--- src/rtl/mem_module.sv ---
// MEM pipeline stage: stalls upstream while a multi-cycle SRAM load or store
// completes, then hands the instruction to the MEM/WB register.
module mem_module #(
    parameter int WAIT_CYCLES = 5
) (
    input  logic        clk,
    input  logic        rst,
    input  logic        WB_EN_IN,
    input  logic        MEM_R_EN_IN,
    input  logic        MEM_W_EN_IN,
    input  logic [31:0] ALU_result_IN,
    input  logic [31:0] ST_val_IN,
    input  logic [3:0]  Dest_IN,
    output logic        freeze,
    output logic [15:0] SRAM_ADDR,
    output logic [31:0] SRAM_WDATA,
    input  logic [31:0] SRAM_RDATA,
    output logic        SRAM_WE_N,
    output logic        SRAM_OE_N,
    output logic        WB_EN,
    output logic        MEM_R_EN,
    output logic [31:0] ALU_result,
    output logic [31:0] MEM_result,
    output logic [3:0]  Dest
);

    typedef enum logic [1:0] {
        IDLE   = 2'd0,
        ACCESS = 2'd1,
        DONE   = 2'd2
    } state_t;

    localparam logic [3:0] LAST_CNT = 4'(WAIT_CYCLES - 1);

    state_t      state_q, state_d;
    logic [3:0]  cnt_q, cnt_d;
    logic [31:0] rdata_q, rdata_d;
    logic        wb_en_q, wb_en_d;
    logic        mem_r_en_q, mem_r_en_d;
    logic [31:0] alu_q, alu_d;
    logic [31:0] mem_res_q, mem_res_d;
    logic [3:0]  dest_q, dest_d;

    logic        mem_req;
    logic        is_rd;
    logic        stall;

    // A request with both enables set is a store; only a pure read is a load.
    assign mem_req = MEM_R_EN_IN | MEM_W_EN_IN;
    assign is_rd   = MEM_R_EN_IN & ~MEM_W_EN_IN;

    always_comb begin
        state_d = state_q;
        cnt_d   = cnt_q;
        rdata_d = rdata_q;
        stall   = 1'b0;
        case (state_q)
            IDLE: begin
                if (mem_req) begin
                    stall   = 1'b1;
                    state_d = ACCESS;
                    cnt_d   = 4'd0;
                end
            end
            ACCESS: begin
                stall = 1'b1;
                cnt_d = cnt_q + 4'd1;
                if (cnt_q == LAST_CNT) begin
                    state_d = DONE;
                    if (is_rd) rdata_d = SRAM_RDATA;
                end
            end
            DONE: begin
                state_d = IDLE;
                cnt_d   = 4'd0;
            end
            default: begin
                state_d = IDLE;
                cnt_d   = 4'd0;
            end
        endcase
    end

    always_comb begin
        wb_en_d    = wb_en_q;
        mem_r_en_d = mem_r_en_q;
        alu_d      = alu_q;
        mem_res_d  = mem_res_q;
        dest_d     = dest_q;
        if (!stall) begin
            wb_en_d    = WB_EN_IN;
            mem_r_en_d = is_rd;
            alu_d      = ALU_result_IN;
            dest_d     = Dest_IN;
            if (is_rd) mem_res_d = rdata_q;
        end
    end

    always_ff @(posedge clk or negedge rst) begin
        if (!rst) begin
            state_q    <= IDLE;
            cnt_q      <= 4'd0;
            rdata_q    <= 32'd0;
            wb_en_q    <= 1'b0;
            mem_r_en_q <= 1'b0;
            alu_q      <= 32'd0;
            mem_res_q  <= 32'd0;
            dest_q     <= 4'd0;
        end else begin
            state_q    <= state_d;
            cnt_q      <= cnt_d;
            rdata_q    <= rdata_d;
            wb_en_q    <= wb_en_d;
            mem_r_en_q <= mem_r_en_d;
            alu_q      <= alu_d;
            mem_res_q  <= mem_res_d;
            dest_q     <= dest_d;
        end
    end

    // Strobes decode the current state so a reset drops them in the same cycle.
    assign freeze     = rst & stall;
    assign SRAM_WE_N  = ~((state_q == ACCESS) & MEM_W_EN_IN);
    assign SRAM_OE_N  = ~((state_q == ACCESS) & is_rd);
    // (A - 1024)[17:2] equals A[17:2] - 256 because 1024 has no bits below 2.
    assign SRAM_ADDR  = ALU_result_IN[17:2] - 16'd256;
    assign SRAM_WDATA = ST_val_IN;

    assign WB_EN      = wb_en_q;
    assign MEM_R_EN   = mem_r_en_q;
    assign ALU_result = alu_q;
    assign MEM_result = mem_res_q;
    assign Dest       = dest_q;

endmodule

--- config.mk ---
export PLATFORM = sky130hd
export DESIGN_NAME = mem_module
export DESIGN_NICKNAME = d
export VERILOG_FILES = /design/src/rtl/mem_module.sv
export SDC_FILE = /design/constraint.sdc
export NUM_CORES = 1
export LEC_CHECK = 0
export ABC_CLOCK_PERIOD_IN_PS = 2200
export BUFFER_PORTS_ARGS = -buffer_cell sky130_fd_sc_hd__buf_2
export CAP_MARGIN = 20
export CORE_UTILIZATION = 45
export CTS_CLUSTER_SIZE = 30
export DETAILED_ROUTE_END_ITERATION = 10
export HOLD_SLACK_MARGIN = 0.1
export PLACE_DENSITY = 0.78
export SETUP_SLACK_MARGIN = 0.4
export SYNTH_ARGS = -nofsm -noshare
export SYNTH_HDL_FRONTEND = slang
export SYNTH_SLANG_ARGS = --single-unit
--- constraint.sdc ---
create_clock -name clk -period 2.2 [get_ports clk]
set_clock_uncertainty 0.2 [all_clocks]
set_input_delay 0.11 -clock clk [delete_from_list [all_inputs] [get_ports clk]]
set_output_delay 0.11 -clock clk [all_outputs]
set_load 0.05 [all_outputs]
==> out/qor.yml <==
die_area_um2: 10800
gp_congestion: 0.773
regArea_um2: 2700
cp.required_ps: 1890
power_switching_share_pct: 45.8
antenna_cells: 0
finalCritPeriodShare_pct: 83.8
die_y_um: 104
whs_ps: 154
rows: 36
setup-tns-final_ps: 0
p_total_mw: 9.09
worstPathArrival_ps: 1530
cts_max_level: 3
yosysSeqAreaShare_pct: 57.8
synthCells: 313
startpoint_type: "flip-flop"
synthFlopType: "dfrtp_1"
crit_path_end_kind: "primary output"
clockBufferDepth: 2
synth_nets: 421
hold_depth: 3
wire_per_inst_um: 15.6
ys_warn_count: 0
cp-endpoint: "freeze"
grt_max_degree: 109
leakagePower_nw: 3.52
max_freq_mhz: 542
ant_nets: 0
drt-pass1-iter-count: 4
cts_made_buffers: 9
hold_violations: 0
path_clk_slew_ps: 100
die_width_um: 104
slew_headroom_pct: 62.2
drc: 0
grt_pass1_wl_mm: 17.0
synthToLayoutAreaGrowth_pct: 45.0
dp_hpwl_mm: 6.25
rsz0062_at_grt: "true"
io_buffers: 161
vias: 3284
antenna_found_initial: 0
r2r_end: "rdata_q[31]$_DFFE_PN0P_"
fin_crit_ps: 1840
setup_violations: 0
slew_viol_final: 0
r2r_setup_slack_ps: 360
layout-drive-gt1-share_pct: 54.4
grt_usage_pct: 19.8
mostFrequentLayoutCell: "buf_2"
p_int_mw: 4.92
maxCapViolCount: 0
placed_cells: 563
p_seq_share_pct: 35.7
cts_num_sinks: 108
critPathKind: "flip-flop to primary output"
r2r.worst_path.cells: 6
synth_area_um2: 4680
ir_worst_vdd_uv: 820
multi_input_area_um2: 1580
wirelength_mm: 10.9
gr-total-overflow: 0
syn_area_per_cell_um2: 14.9
fillCellCount: 704
r2r-start: "cnt_q[0]$_DFFE_PN0P_"
core_area_um2: 9910
instances_no_fill: 695
avgViaCountPerCell: 4.73
synthArstFlopShare_pct: 100
tritoncts: "built"
io-pin-count: 226
final_cell_mix: "buf_2, dfrtp_1, dlygate4sd3_1"
cts_root_buf: "clkbuf_8"
clk_latency_ps: 360
critPathLaunch: "state_q[0]$_DFFE_PN0P_"
p_clk_share_pct: 12.7
synth-edff-count: 0
fin_nets: 665
initial_core_util_pct: 47.2
drt_iter0_markers: 109
status: "complete, no violations"
crit_fanout: 2
grt_pass1_vias: 3448
worst_pin_slew_ps: 567
ys_ff_latch: 108
combPwrFrac_pct: 51.6
synth_cell_types: 29
powerDensity_nw_per_um2: 1340
hp-class: "input port to flip-flop"
p_sw_mw: 4.17
kinds of logic (layout without fill, tap and decap cells):
kind of cell    Yosys count  after routing  synth area share, %
flops                   108            108                 57.8
mux                     101            101                 25.8
compound gates            5              5                0.669
fa+ha+maj                 3              3                0.802
xor+xnor                  7              7                 1.31
simple gates             32             32                 4.39
buf+inv                  57            306                 9.31
power groups by stage:
| stage | combinational [mW] | sequential, mW | clock [mW] |
|---|---|---|---|
| final | 4.69 | 3.25 | 1.16 |
| after global routing | 4.89 | 3.33 | 1.27 |
| after global placement | 4.15 | 3.22 | 0 |
| after detailed placement | 4.24 | 3.27 | 0 |
| after floorplan | 1.59 | 5.08 | 0 |
| after CTS | 4.60 | 3.23 | 1.19 |
synthesized netlist by cell type (all sizes together) (2+ instances only):
cell      n  area [um^2]
nand3     5         37.5
mux2    101         1200
dfrtp   108         2700
ha        3         37.5
nand2     9         36.3
a21oi     3         15.0
nor3      3         26.3
inv       5         18.8
xnor2     3         26.3
nor2      4         15.0
xor2      4         35.0
buf      52          417
nand3b    3         22.5
and2      2         12.5
worst max-delay path, stage by stage, from the launching register on:
cell	delay [ps]
dfrtp_1	410
buf_6	130
nor3_4	160
nor2_4	70
buf_12	120
and2_4	130
buf_8	140
cell type report:
class | instances | area share, %
tap | 133 | 2.45
timing repair buffer | 285 | 31.4
clock inverter | 5 | 0.645
sequential | 108 | 39.8
multi-input combinational | 148 | 23.3
clock buffer | 11 | 2.08
inverter | 5 | 0.277
flip-flops by register name (all words and copies together) (netlist names):
name / count
rdata_q: 32
WB_EN: 1
MEM_R_EN: 1
ALU_result: 32
Dest: 4
state_q: 2
MEM_result: 32
cnt_q: 4
what timing repair did:
item	in CTS	in global routing
endpoints found under the setup margin	33	50
hold buffers	105	0
gates resized for setup	11	9
pin swaps	4	1
endpoints found under the hold margin	215	0
cloned	0	2
buffers inserted	6	3
metrics by stage:
step | area [um^2] | util [%] | setup slack (ps)
after floorplan | 4690 | - | 416
after global placement | 5370 | 54.2 | 254
after detailed placement | 5370 | 54.2 | 176
after CTS | 6690 | 67.5 | 344
after global routing | 6790 | 68.5 | 279
final | 6790 | 68.5 | 355
how the worst min path moves through the flow:
| stage | slack [ps] | from | to |
|---|---|---|---|
| after detailed placement | 20 | ST_val_IN[0] | SRAM_WDATA[0] |
| after floorplan | -390 | rst | ALU_result[0]$_DFFE_PN0P_ |
| after CTS | 140 | MEM_W_EN_IN | MEM_R_EN$_DFFE_PN0P_ |
| final | 150 | MEM_W_EN_IN | MEM_R_EN$_DFFE_PN0P_ |
| after global routing | 160 | MEM_W_EN_IN | MEM_R_EN$_DFFE_PN0P_ |
| after global placement | 20 | ST_val_IN[0] | SRAM_WDATA[0] |
routing by layer:
metal  global-route usage [%]  up-vias  share of wire, %  routed length [um]
met5                        0        -                 0                   0
met4                     7.76        0               2.0                 212
met3                     4.26       21               5.9                 636
met2                     34.7      151                51                5600
met1                     23.8     1589                41                4430
li1                         -     1523                 -                   -
Note: power is estimated with default switching activity, not from simulation.
